`src/rtl/run_monitor_pkg.sv`:
```
// Shared types and default parameters for the run controller / memory dumper.
package run_monitor_pkg;

    typedef enum logic [2:0] {
        RM_IDLE,
        RM_RUN,
        RM_DRAIN,
        RM_DUMP,
        RM_DONE
    } rm_state_e;

    localparam int unsigned RM_ADDR_W          = 9;
    localparam int unsigned RM_DATA_W          = 32;
    localparam int unsigned RM_CNT_W           = 16;
    localparam int unsigned RM_TIMEOUT_CYCLES  = 300;
    localparam int unsigned RM_DRAIN_CYCLES    = 2;
    localparam bit          RM_DUMP_ON_TIMEOUT = 1'b0;
    localparam int unsigned RM_FIFO_DEPTH      = 2;

endpackage

```
`src/rtl/skid_fifo2.sv`:
```
// Two-entry FIFO with a registered head word, so the stream payload comes straight from flops.
module skid_fifo2 #(
    parameter int unsigned WIDTH = 8
) (
    input  logic             clk,
    input  logic             rst,
    input  logic             push,
    input  logic [WIDTH-1:0] push_data,
    input  logic             pop,
    output logic             valid,
    output logic [WIDTH-1:0] head,
    output logic [1:0]       count
);

    logic [WIDTH-1:0] tail;

    always_ff @(posedge clk or posedge rst) begin
        if (rst) begin
            head  <= '0;
            tail  <= '0;
            count <= 2'd0;
        end else begin
            unique case ({push, pop})
                2'b10: begin
                    if (count == 2'd0) head <= push_data;
                    else               tail <= push_data;
                    count <= count + 2'd1;
                end
                2'b01: begin
                    head  <= tail;
                    count <= count - 2'd1;
                end
                2'b11: begin
                    // Occupancy unchanged; head only moves when it is consumed.
                    if (count == 2'd1) begin
                        head <= push_data;
                    end else begin
                        head <= tail;
                        tail <= push_data;
                    end
                end
                default: ;
            endcase
        end
    end

    assign valid = (count != 2'd0);

endmodule

```
`src/rtl/run_monitor.sv`:
```
// Run controller: counts RUN cycles, catches the finish edge or a watchdog timeout, halts the CPU
// and streams the whole data memory out over a valid/ready port.
module run_monitor
    import run_monitor_pkg::*;
#(
    parameter int unsigned ADDR_W          = RM_ADDR_W,
    parameter int unsigned DATA_W          = RM_DATA_W,
    parameter int unsigned CNT_W           = RM_CNT_W,
    parameter int unsigned TIMEOUT_CYCLES  = RM_TIMEOUT_CYCLES,
    parameter int unsigned DRAIN_CYCLES    = RM_DRAIN_CYCLES,
    parameter bit          DUMP_ON_TIMEOUT = RM_DUMP_ON_TIMEOUT
) (
    input  logic              clk,
    input  logic              rst,
    input  logic              start,
    input  logic              finish,
    output logic              halt,
    output logic              mem_ren,
    output logic [ADDR_W-1:0] mem_raddr,
    input  logic [DATA_W-1:0] mem_rdata,
    output logic              dump_valid,
    input  logic              dump_ready,
    output logic [DATA_W-1:0] dump_data,
    output logic [ADDR_W-1:0] dump_addr,
    output logic              dump_last,
    output logic              done,
    output logic              timed_out,
    output logic [CNT_W-1:0]  cycles
);

    localparam int unsigned FW      = DATA_W + ADDR_W + 1;
    localparam int unsigned DRAIN_W = $clog2(DRAIN_CYCLES + 2);
    localparam logic [DRAIN_W-1:0] DRAIN_LAST =
        DRAIN_W'((DRAIN_CYCLES == 0) ? 0 : DRAIN_CYCLES - 1);
    localparam logic [CNT_W-1:0]  TIMEOUT_LAST = CNT_W'(TIMEOUT_CYCLES - 1);
    localparam logic [ADDR_W-1:0] LAST_ADDR    = '1;

    rm_state_e            state;
    logic                 finish_q;
    logic                 finish_edge;
    logic [DRAIN_W-1:0]   drain_cnt;
    logic [ADDR_W-1:0]    addr_q;
    logic                 issue_done_q;
    logic                 rd_pending_q;
    logic [ADDR_W-1:0]    rd_addr_q;
    logic                 rd_last_q;
    logic                 issue;
    logic                 fifo_pop;
    logic [1:0]           fifo_count;
    logic [FW-1:0]        fifo_head;

    assign finish_edge = finish & ~finish_q;

    // Credit check: a word popped this cycle frees its slot for a read issued this cycle.
    always_comb begin
        fifo_pop = dump_valid & dump_ready;
        issue    = 1'b0;
        if (state == RM_DUMP && !issue_done_q) begin
            issue = (({1'b0, fifo_count} + {2'b00, rd_pending_q}) <
                     (3'(RM_FIFO_DEPTH) + {2'b00, fifo_pop}));
        end
    end

    assign mem_ren   = issue;
    assign mem_raddr = addr_q;

    always_ff @(posedge clk or posedge rst) begin
        if (rst) begin
            state        <= RM_IDLE;
            finish_q     <= 1'b0;
            cycles       <= '0;
            done         <= 1'b0;
            timed_out    <= 1'b0;
            halt         <= 1'b0;
            drain_cnt    <= '0;
            addr_q       <= '0;
            issue_done_q <= 1'b0;
            rd_pending_q <= 1'b0;
            rd_addr_q    <= '0;
            rd_last_q    <= 1'b0;
        end else begin
            rd_pending_q <= issue;
            rd_addr_q    <= addr_q;
            rd_last_q    <= (addr_q == LAST_ADDR);

            unique case (state)
                RM_IDLE, RM_DONE: begin
                    if (start) begin
                        state     <= RM_RUN;
                        cycles    <= '0;
                        done      <= 1'b0;
                        timed_out <= 1'b0;
                        halt      <= 1'b0;
                        // Arm with the current level so a finish already high is not an edge.
                        finish_q  <= finish;
                    end
                end
                RM_RUN: begin
                    finish_q <= finish;
                    if (cycles != '1) cycles <= cycles + 1'b1;
                    if (finish_edge) begin
                        state     <= RM_DRAIN;
                        halt      <= 1'b1;
                        drain_cnt <= '0;
                    end else if (cycles == TIMEOUT_LAST) begin
                        timed_out <= 1'b1;
                        halt      <= 1'b1;
                        if (DUMP_ON_TIMEOUT) begin
                            state     <= RM_DRAIN;
                            drain_cnt <= '0;
                        end else begin
                            state <= RM_DONE;
                            done  <= 1'b1;
                        end
                    end
                end
                RM_DRAIN: begin
                    drain_cnt <= drain_cnt + 1'b1;
                    if (drain_cnt == DRAIN_LAST) begin
                        state        <= RM_DUMP;
                        addr_q       <= '0;
                        issue_done_q <= 1'b0;
                    end
                end
                RM_DUMP: begin
                    if (issue) begin
                        addr_q <= addr_q + 1'b1;
                        if (addr_q == LAST_ADDR) issue_done_q <= 1'b1;
                    end
                    if (fifo_pop && dump_last) begin
                        state <= RM_DONE;
                        done  <= 1'b1;
                    end
                end
                default: state <= RM_IDLE;
            endcase
        end
    end

    skid_fifo2 #(
        .WIDTH(FW)
    ) u_fifo (
        .clk      (clk),
        .rst      (rst),
        .push     (rd_pending_q),
        .push_data({mem_rdata, rd_addr_q, rd_last_q}),
        .pop      (fifo_pop),
        .valid    (dump_valid),
        .head     (fifo_head),
        .count    (fifo_count)
    );

    assign {dump_data, dump_addr, dump_last} = fifo_head;

endmodule

```
`config.mk`:
```
export PLATFORM = sky130hd
export DESIGN_NAME = run_monitor
export DESIGN_NICKNAME = d
export VERILOG_FILES = /design/src/rtl/run_monitor_pkg.sv /design/src/rtl/skid_fifo2.sv /design/src/rtl/run_monitor.sv
export SDC_FILE = /design/constraint.sdc
export NUM_CORES = 1
export LEC_CHECK = 0
export BUFFER_PORTS_ARGS = -buffer_cell sky130_fd_sc_hd__buf_2
export CAP_MARGIN = 20
export CORE_MARGIN = 2
export CORE_UTILIZATION = 55
export DETAILED_ROUTE_END_ITERATION = 8
export PLACE_DENSITY = 0.82
export SLEW_MARGIN = 10
export SYNTH_ARGS = -nofsm -noshare
export SYNTH_HDL_FRONTEND = slang
export SYNTH_SLANG_ARGS = --single-unit
```
`constraint.sdc`:
```
create_clock -name clk -period 5.6 [get_ports clk]
set_input_delay 0.56 -clock clk [delete_from_list [all_inputs] [get_ports clk]]
set_output_delay 0.56 -clock clk [all_outputs]
set_load 0.01 [all_outputs]
```
Word-level counts from Yosys, hierarchy flattened
Index checks and enable logic that the tools add are counted.
{"block": "word_totals", "ff_bits": 132, "input_bits": 37, "output_inout_bits": 72, "word_cells": 112}
{"block": "op_classes", "addsub": 7, "magnitude_cmp": 1, "eq_ne": 25, "mux": 36, "n_bitwise": 3, "n_reduce_logical": 25}
{"operator": "$mux 42", "n": 4}
{"operator": "$pmux 42 s3", "n": 1}
{"operator": "$pmux 42 s2", "n": 1}
{"operator": "$mux 16", "n": 2}
{"operator": "$pmux 16 s2", "n": 1}
{"operator": "$mux 9", "n": 2}
{"operator": "$ne 2x2->1 const B", "n": 9}
{"operator": "$pmux 9 s2", "n": 1}
{"operator": "$add 16x1->16 const B", "n": 1}
{"operator": "$eq 16x9->1 const B", "n": 1}
{"operator": "$ne 16x16->1 const B", "n": 1}
{"operator": "$mux 3", "n": 5}
{"operator": "$pmux 3 s4", "n": 1}
{"operator": "$reduce_and 3->1", "n": 4}
{"operator": "$reduce_and 4->1", "n": 3}
{"operator": "$reduce_bool 2->1", "n": 6}
{"operator": "$mux 1", "n": 10}
{"operator": "$add 9x1->9 const B", "n": 1}
{"operator": "$eq 9x9->1 const B", "n": 1}
{"operator": "$pmux 1 s2", "n": 4}
{"operator": "$pmux 2 s2", "n": 2}
{"operator": "$eq 2x1->1 const B", "n": 3}
{"operator": "$eq 3x2->1 const B", "n": 2}
{"operator": "$ne 2x1->1 const B", "n": 3}
{"operator": "other kinds (21)", "n": 28}

Logic depth before layout (Yosys ltp)
Gate-level depths: netlist (run 1).
{"block": "logic_depth", "ltp_word": 7, "ltp_mapped": 10, "ltp_nobuf": 8}

Hierarchy
A second synthesis (run 1) with hierarchy kept.
{"block": "unflattened", "cells_unflattened": 599, "area_unflattened_um2": 6453.7}
{"module": "skid_fifo2", "instances": 1, "cells_per_inst": 358, "area_per_inst_um2": 4072.7, "seq_area_each_um2": 2152.1}
{"module": "run_monitor", "instances": 1, "cells_per_inst": 241, "area_per_inst_um2": 2381.0, "seq_area_each_um2": 1151.1}

Worst setup path after synthesis (run 1)
OpenSTA, ideal clock, no wires.
{"block": "synth_timing", "kind": "reg-to-reg", "startpoint": "reg u_fifo.count[0]", "endpoint": "reg u_fifo.tail[10]", "setup_ns": 0.125, "arrival_time_ns": 2.239, "required_ns": 5.475, "slack_ns": 3.237, "path_stages_with_launch": 11, "n_path_buf": 2, "synth_period_minus_slack_ns": 2.363, "path_cell_list": "dfrtp_1 > inv_1 > ha_1 > nor2b_1 > inv_1 > ha_1 > nand2_1 > o211a_1 > clkbuf_1 > clkbuf_1 > mux2_2"}
{"block": "synth_via", "elab_chain_len": 5, "word_cells_on_any_way": 11, "cone_classes": "eq/ne: 5; mux: 1; bitwise: 1; reduce/logical: 4"}
{"item": "start, declared", "line_no": "skid_fifo2.sv:12", "text": "output logic [1:0] count"}
{"item": "start signal, assigned", "line_no": "skid_fifo2.sv:27", "text": "count <= count + 2'd1;"}
{"item": "start signal, assigned", "line_no": "skid_fifo2.sv:31", "text": "count <= count - 2'd1;"}
{"item": "$reduce_bool 2->1", "line_no": "skid_fifo2.sv:47", "text": "assign valid = (count != 2'd0);"}
{"item": "$and 1x1->1", "line_no": "run_monitor.sv:56", "text": "fifo_pop = dump_valid & dump_ready;"}
{"item": "$eq 2x2->1", "line_no": "skid_fifo2.sv:23", "text": "unique case ({push, pop})"}
{"item": "$ne 2x2->1 (no source line) / $reduce_bool 2->1 (equally long branches)"}
{"item": "$reduce_and 3->1 (no source line)"}
{"item": "end signal, assigned", "line_no": "skid_fifo2.sv:26", "text": "else tail <= push_data;"}
{"item": "end signal, assigned", "line_no": "skid_fifo2.sv:39", "text": "tail <= push_data;"}
{"item": "end, declared", "line_no": "skid_fifo2.sv:15", "text": "logic [WIDTH-1:0] tail;"}
Parallel ways exist; a longest one is shown, timed or not.
A chain may end at the register's enable or synchronous reset.

Final worst setup path (run 1)
{"block": "layout_timing", "startpoint": "reg u_fifo.count[0]", "endpoint": "out mem_ren"}
{"block": "layout_via", "elab_chain_len": 5, "word_cells_on_any_way": 6, "cone_classes": "add/sub: 2; order compare: 1; mux: 1; bitwise: 1; reduce/logical: 1"}
{"item": "$reduce_bool 2->1", "line_no": "skid_fifo2.sv:47"}
{"item": "$and 1x1->1", "line_no": "run_monitor.sv:56"}
{"item": "$add 2x1->3", "line_no": "run_monitor.sv:60", "text": "(3'(RM_FIFO_DEPTH) + {2'b00, fifo_pop}));"}
{"item": "$lt 3x3->1 (*)", "line_no": "run_monitor.sv:59", "text": "issue = (({1'b0, fifo_count} + {2'b00, rd_pending_q}) <"}
{"item": "$mux 1 (*)", "line_no": "run_monitor.sv:58", "text": "if (state == RM_DUMP && !issue_done_q) begin"}
{"item": "end, declared", "line_no": "run_monitor.sv:18", "text": "output logic mem_ren,"}
Mark *: on every way between the ends. The rest lies on a longest branch, timed or not.

==> reports/metrics.yaml, run 1 <==
status: "completed"
worstSetupPathType: "flop to output port"
rr_worst_depth: 7
ys_warn_count: 0
num_vias: 4502
syn2layout_area_growth_pct: 23.0
synth-edff-count: 0
met3_usage_pct: 6.81
dp_slack_ns: 2.87
die_y_um: 107
power_density_nw_per_um2: 550
clk-insertion-delay-late_ns: 0.52
synth_top_family_by_area: "compound AO/OA/AOI/OAI gates"
synth_top_flop_cell: "dfrtp_1"
max_stage_delay_ns: 0.57
hold_class: "input port to flop"
final_antenna_net_count: 0
syn-num-nets: 574
grt_usage_pct: 24.1
synth_adder_area_share_pct: 2.37
fp.coreArea_um2: 10300
grt_overflow: 0
busiest_layer: "met2"
cts_tree: "yes"
antennaDiodeCount: 0
fin_ws_ns: 2.41
drive_gt1_share_pct: 31.4
clk_pin_slew_worst_paths_ns: 0.06
grt_util_met2_pct: 39.3
placed_cell_area_um2: 6430
place_hpwl_um: 8340
final-max-slew-violation-count: 0
finalCritPeriodShare_pct: 57.0
cts_root_buf: "clkbuf_8"
setup_viol: 0
die_w_um: 107
numCtsBuffers: 17
fp.dieArea_um2: 11400
layout_min_cycle_time_ns: 3.19
avgSynthCellArea_um2: 11.0
synth_simple_gate_area_share_pct: 11.4
muxShareOfSynthArea_pct: 8.79
syn-cell-area_um2: 5810
hold_depth: 2
irDropWorstVdd_mv: 0.279
antenna_found_initial: 0
worstPathCellList: "inv_1 > ha_1 > or3b_1 > a2111o_1 > inv_2 > buf_2"
fin_total_pwr_uw: 3930
first_pass_iters: 5
place.gp.congestion: 0.856
worstPathArrival_ns: 2.63
finalHoldViolCount: 0
cp_data_required_time_ns: 5.04
ys_seq_elements: 132
nets: 676
drt_iter0_markers: 270
rows: 37
use_met1_pct: 31.7
ys_seq_area_share_pct: 56.9
cts_resized: 0
post_cts.repair.setup_buffers: 0
cts.sinks: 132
drc: 0
utilization_pct: 69.5
synth_compound_area_share_pct: 16.7
syn_inst: 526
grt_max_degree: 85
fmax_ghz: 0.313
ctsLongestPathBuffers: 2
synthXorXnorAreaFrac_pct: 0.603
portBuffers: 108
cts_htree_levels: 4
drt-total-wl_um: 13000
cap_viol_max_count: 0
grt_pass1_vias: 4390
synthArstFlopShare_pct: 100
worst_pin_slew_ns: 0.890
cp_slowest_cell: "a2111o_1"
grt_pass1_wl_um: 21600
leakage_uw: 0.00345
num_io_pins: 109
wl_per_cell_um: 16.8
viasPerCell: 5.79
start_kind: "flop"
relSlewSlack_pct: 40.7
synth_cell_type_count: 52
start_util_pct: 56.5
fin_tns_setup_ns: 0
fin_area_um2: 7140
setup.worst_path.end_class: "output port"
skew_ns: 0.0108
crit_fanout: 11
rsz0062_at_grt: "no"
[path summary, 6_finish.rpt]
kind / slack (ns) / start / end
max: 2.41 / u_fifo.count[0]$_DFFE_PP0P_ / mem_ren
min: 0.29 / finish / finish_q$_DFFE_PP0P_
max reg2reg: 2.88 / u_fifo.count[0]$_DFFE_PP0P_ / u_fifo.tail[1]$_DFFE_PP0P_
min reg2reg: 0.47 / mem_raddr[7]$_DFFE_PP0P_ / rd_addr_q[7]$_DFF_PP0_
max in group asynchronous: 4.21 / rst / u_fifo.tail[32]$_DFFE_PP0P_
min in group asynchronous: 0.52 / rst / cycles[0]$_DFFE_PP0P_
[cell usage in the layout (no fill, tap or decap), types with 3 or more instances in the layout]
cell type   count
a21o_1          4
a21oi_1        12
a22oi_1        42
a31oi_1        11
and3_1          4
buf_2         108
buf_4           4
bufinv_16       5
clkbuf_16      16
clkbuf_8        3
clkinvlp_4      3
dfrtp_1       132
ha_1           11
inv_1          12
mux2_2         44
nand2_1        71
nand2b_1        4
nand3_1        12
nand4_1         6
nor2_1         14
nor2b_1         4
nor3_1          5
o211ai_1        3
o21ai_0        63
[state kept, by name (all words and copies together), names as in the netlist]
register / count
u_fifo.head: 42
rd_addr_q: 9
cycles: 16
drain_cnt: 2
done: 1
halt: 1
u_fifo.tail: 42
state: 3
issue_done_q: 1
mem_raddr: 9
u_fifo.count: 2
timed_out: 1
rd_pending_q: 1
rd_last_q: 1
finish_q: 1
[logic make-up after synthesis]
kind of cell	count (synthesis)
AOI/OAI and AO/OA	154
and+or+nand+nor	134
DFF	132
buffers and inverters	46
muxes	45
adders and majority gates	11
xor gates and xnor gates	4
[where the power goes]
part / leakage [uW] / switching [uW] / internal [uW]
logic: 0.00143 / 676 / 543
registers: 0.00171 / 231 / 1280
clock network: 0.000308 / 406 / 793
[per-stage QoR]
| step | hold WS, ns | cells |
|---|---|---|
| detailed placement | 0.447 | 742 |
| floorplan | 0.440 | 526 |
| global route | 0.269 | 777 |
| global placement | 0.439 | 742 |
| finish | 0.292 | 777 |
| CTS | 0.264 | 774 |
[timing repair]
item	4_1_cts	5_1_grt
hold buffers	0	1
hold endpoints to repair	0	11
setup endpoints to repair	0	0
[routing by layer]
metal / share of wire (%) / routed length, um / up-vias
li1: - / - / 2109
met1: 43 / 5580 / 2224
met2: 50 / 6560 / 159
met3: 5.7 / 737 / 10
met4: 1.0 / 132 / 0
met5: 0 / 0 / -
[synth_stat cells, types with 2 or more instances]
cell      instances  share of area, %
dfrtp_1         132                57
nand2_1          71               4.6
o21ai_0          63               5.4
mux2_2           44               8.5
a22oi_1          42               5.4
clkbuf_1         25               1.6
nor2_1           14              0.90
a21oi_1          13               1.1
inv_1            13              0.84
nand3_1          12               1.0
a31oi_1          11               1.2
ha_1             11               2.4
nand4_1           6              0.65
nor3_1            5              0.43
a21o_1            4              0.52
and3_1            4              0.43
buf_2             4              0.34
nand2b_1          4              0.43
nor2b_1           4              0.43
o211ai_1          3              0.39
o21ai_1           3              0.26
a22o_1            2              0.30
and2_1            2              0.22
buf_6             2              0.39
o31ai_1           2              0.26
or3b_1            2              0.30
xnor2_1           2              0.30
xor2_1            2              0.30
[critical path: cells and delay by family, from the launching register on]
kind,cells,cell delay [ns]
flops,1,0.41
fa+ha+maj,1,0.28
buf+inv,3,0.45
compound gates,1,0.57
simple gates,1,0.39
[layout make-up]
type,instances,area [um^2]
clock buffer,20,445
clock inverter,12,200
fill,775,3130
inverter,14,55.1
multi-input combinational,348,2330
sequential,132,3300
tap,136,170
timing repair buffer,115,636
(Power assumes the default switching activity.)
==> run 2, diff against run 1 <==
CORE_UTILIZATION = 50   (was 55)
PLACE_DENSITY = 0.79   (was 0.82)
clock period = 2.67 ns   (was 5.6 ns; I/O delays follow)
==> run 2 against run 1 <==
  * Final cell count rose by 1.5%
  * Largest power group unchanged
  * Highest routed layer is now met5
  * Sequential cell count did not move
  * Sequential power rose by 110%
  * Core utilization fell by 6.3 points
==> reports/metrics.yaml, run 2 (synthesis gave the netlist of run 1 again) <==
status: "completed"
clk-insertion-delay-late_ns: 0.41
num_vias: 4436
cts.sinks: 132
finalCritPeriodShare_pct: 96.0
p_sw_uw: 2740
drt-total-wl_um: 12900
drc: 0
stdcell_count: 789
final-max-slew-violation-count: 0
fin_tns_setup_ns: 0
die_y_um: 112
final_antenna_net_count: 0
cp_slowest_cell: "dfrtp_1"
fp.dieArea_um2: 12500
hold_class: "input port to async pin"
power.internal_uw: 5480
cts_root_buf: "clkbuf_16"
portBuffers: 108
relSlewSlack_pct: 52.6
grt_pass1_vias: 4382
fmax_ghz: 0.390
skew_ns: 0.00657
rows: 39
worstPathCellList: "ha_1 > or3b_1 > a2111o_1 > inv_4 > buf_2"
place.gp.congestion: 0.827
start_util_pct: 51.1
drt_iter0_markers: 417
setup.worst_path.end_class: "output port"
cts_tree: "yes"
fp.coreArea_um2: 11400
place_hpwl_um: 8060
grt_max_degree: 133
wl_per_cell_um: 16.3
finalHoldViolCount: 0
cp_data_required_time_ns: 2.40
power_density_nw_per_um2: 1140
start_kind: "flop"
die_w_um: 112
rr_worst_depth: 8
viasPerCell: 5.62
antenna_found_initial: 1
setup_viol: 0
r2r-end: "u_fifo.head[35]$_DFFE_PP0P_"
irDropWorstVdd_mv: 0.630
most-common-layout-cells: "132 x dfrtp_1, 108 x buf_2, 71 x nand2_1"
comb_power_share_pct: 32.3
worstSetupPathType: "flop to output port"
seqPwrFrac_pct: 38.4
worst_pin_slew_ns: 0.708
worstPathArrival_ns: 2.30
clk_pin_slew_worst_paths_ns: 0.06
grt_usage_pct: 21.5
syn2layout_area_growth_pct: 23.8
nets: 681
power.share.switching_pct: 33.4
regToRegSetupSlack_ns: 0.26
crit_fanout: 11
clock_power_share_pct: 29.3
r2r_start: "u_fifo.count[1]$_DFFE_PP0P_"
antennaDiodeCount: 0
cap_viol_max_count: 0
layout_min_cycle_time_ns: 2.56
reg_top3: "u_fifo.head x42, u_fifo.tail x42, cycles x16"
ctsLongestPathBuffers: 2
grt_overflow: 0
leakage_uw: 0.00346
first_pass_iters: 7
numCtsBuffers: 17
rsz0062_at_grt: "no"
nFillCells: 904
drive_gt1_share_pct: 32.2
cts_htree_levels: 4
num_io_pins: 109
grt_pass1_wl_um: 21500
max_stage_delay_ns: 0.46
dpl.cell_count: 753
final_common_cell: "dfrtp_1"
## run 2: changes by cell type in the layout (fill, tap and decap cells not counted), sizes merged
cell | before | now
clkinvlp | 3 | 2
dlygate4sd3 | 1 | 0
o21ai | 66 | 67
clkbuf | 20 | 24
bufinv | 5 | 3
inv | 16 | 13
buf | 114 | 119
clkinv | 2 | 4
## run 2: metal layers
layer	vias up	share of wire, %	track usage [%]
met1	2183	43	28.2
met3	14	5.5	6.15
met2	121	50	34.7
met5	-	0.062	0
li1	2116	-	-
met4	2	1.3	7.08
## run 2: area by class of cell
class / instances / area (um^2) / area share (%)
Clock inverter: 8 / 121 / 1.69
Clock buffer: 24 / 502 / 6.98
Multi-Input combinational cell: 349 / 2350 / 32.7
Tap cell: 143 / 179 / 2.49
Timing Repair Buffer: 119 / 673 / 9.36
Sequential cell: 132 / 3300 / 45.9
Inverter: 14 / 58.8 / 0.818
## run 2: worst max-delay path by stage
| stage | endpoint | startpoint | slack [ns] |
|---|---|---|---|
| final | mem_ren | rd_pending_q$_DFF_PP0_ | 0.11 |
| after global routing | mem_ren | rd_pending_q$_DFF_PP0_ | 0.002 |
| after CTS | mem_ren | u_fifo.count[0]$_DFFE_PP0P_ | 0.04 |
| after detailed placement | u_fifo.head[35]$_DFFE_PP0P_ | u_fifo.count[1]$_DFFE_PP0P_ | -0.003 |
| after global placement | u_fifo.head[29]$_DFFE_PP0P_ | u_fifo.count[0]$_DFFE_PP0P_ | 0.21 |
| after floorplan | u_fifo.tail[10]$_DFFE_PP0P_ | u_fifo.count[0]$_DFFE_PP0P_ | 0.31 |
## run 2: power by group through the flow
| stage | Combinational, uW | Clock, uW | Sequential, uW |
|---|---|---|---|
| 2_1_floorplan | 1710 | 0 | 3200 |
| 3_3_place_gp | 2500 | 0 | 3130 |
| 3_5_place_dp | 2610 | 0 | 3180 |
| 4_1_cts | 2660 | 2440 | 3160 |
| 5_1_grt | 2970 | 2540 | 3250 |
| 6_report | 2660 | 2400 | 3160 |
## run 2: metrics by stage
stage                     worst slack [ns]  hold WS [ns]  total power, uW  area (um^2)  util (%)
after floorplan                      0.307         0.417             4910         5810         -
after global placement               0.214         0.435             5630         6520      57.4
after detailed placement          -0.00254         0.446             5790         6520      57.4
after CTS                           0.0427        0.0931             8250         7160      63.0
after global routing               0.00211        0.0950             8750         7190      63.2
final                                0.106        0.0623             8220         7190      63.2
## run 2: what timing repair did
item | 4_1_cts | 5_1_grt
resized for setup | 0 | 3
pin swaps | 2 | 0
setup endpoints to repair | 2 | 24
buffers inserted | 1 | 2
gates cloned | 1 | 0
hold buffers | 0 | 0
## run 2: worst max-delay path, delay by kind of cell (launching register included)
family	cells	cell delay, ns
AO/OA/AOI/OAI	1	0.44
adder cells (fa/ha/maj)	1	0.33
buffers and inverters	2	0.30
flip-flops	1	0.46
AND/OR/NAND/NOR	1	0.37
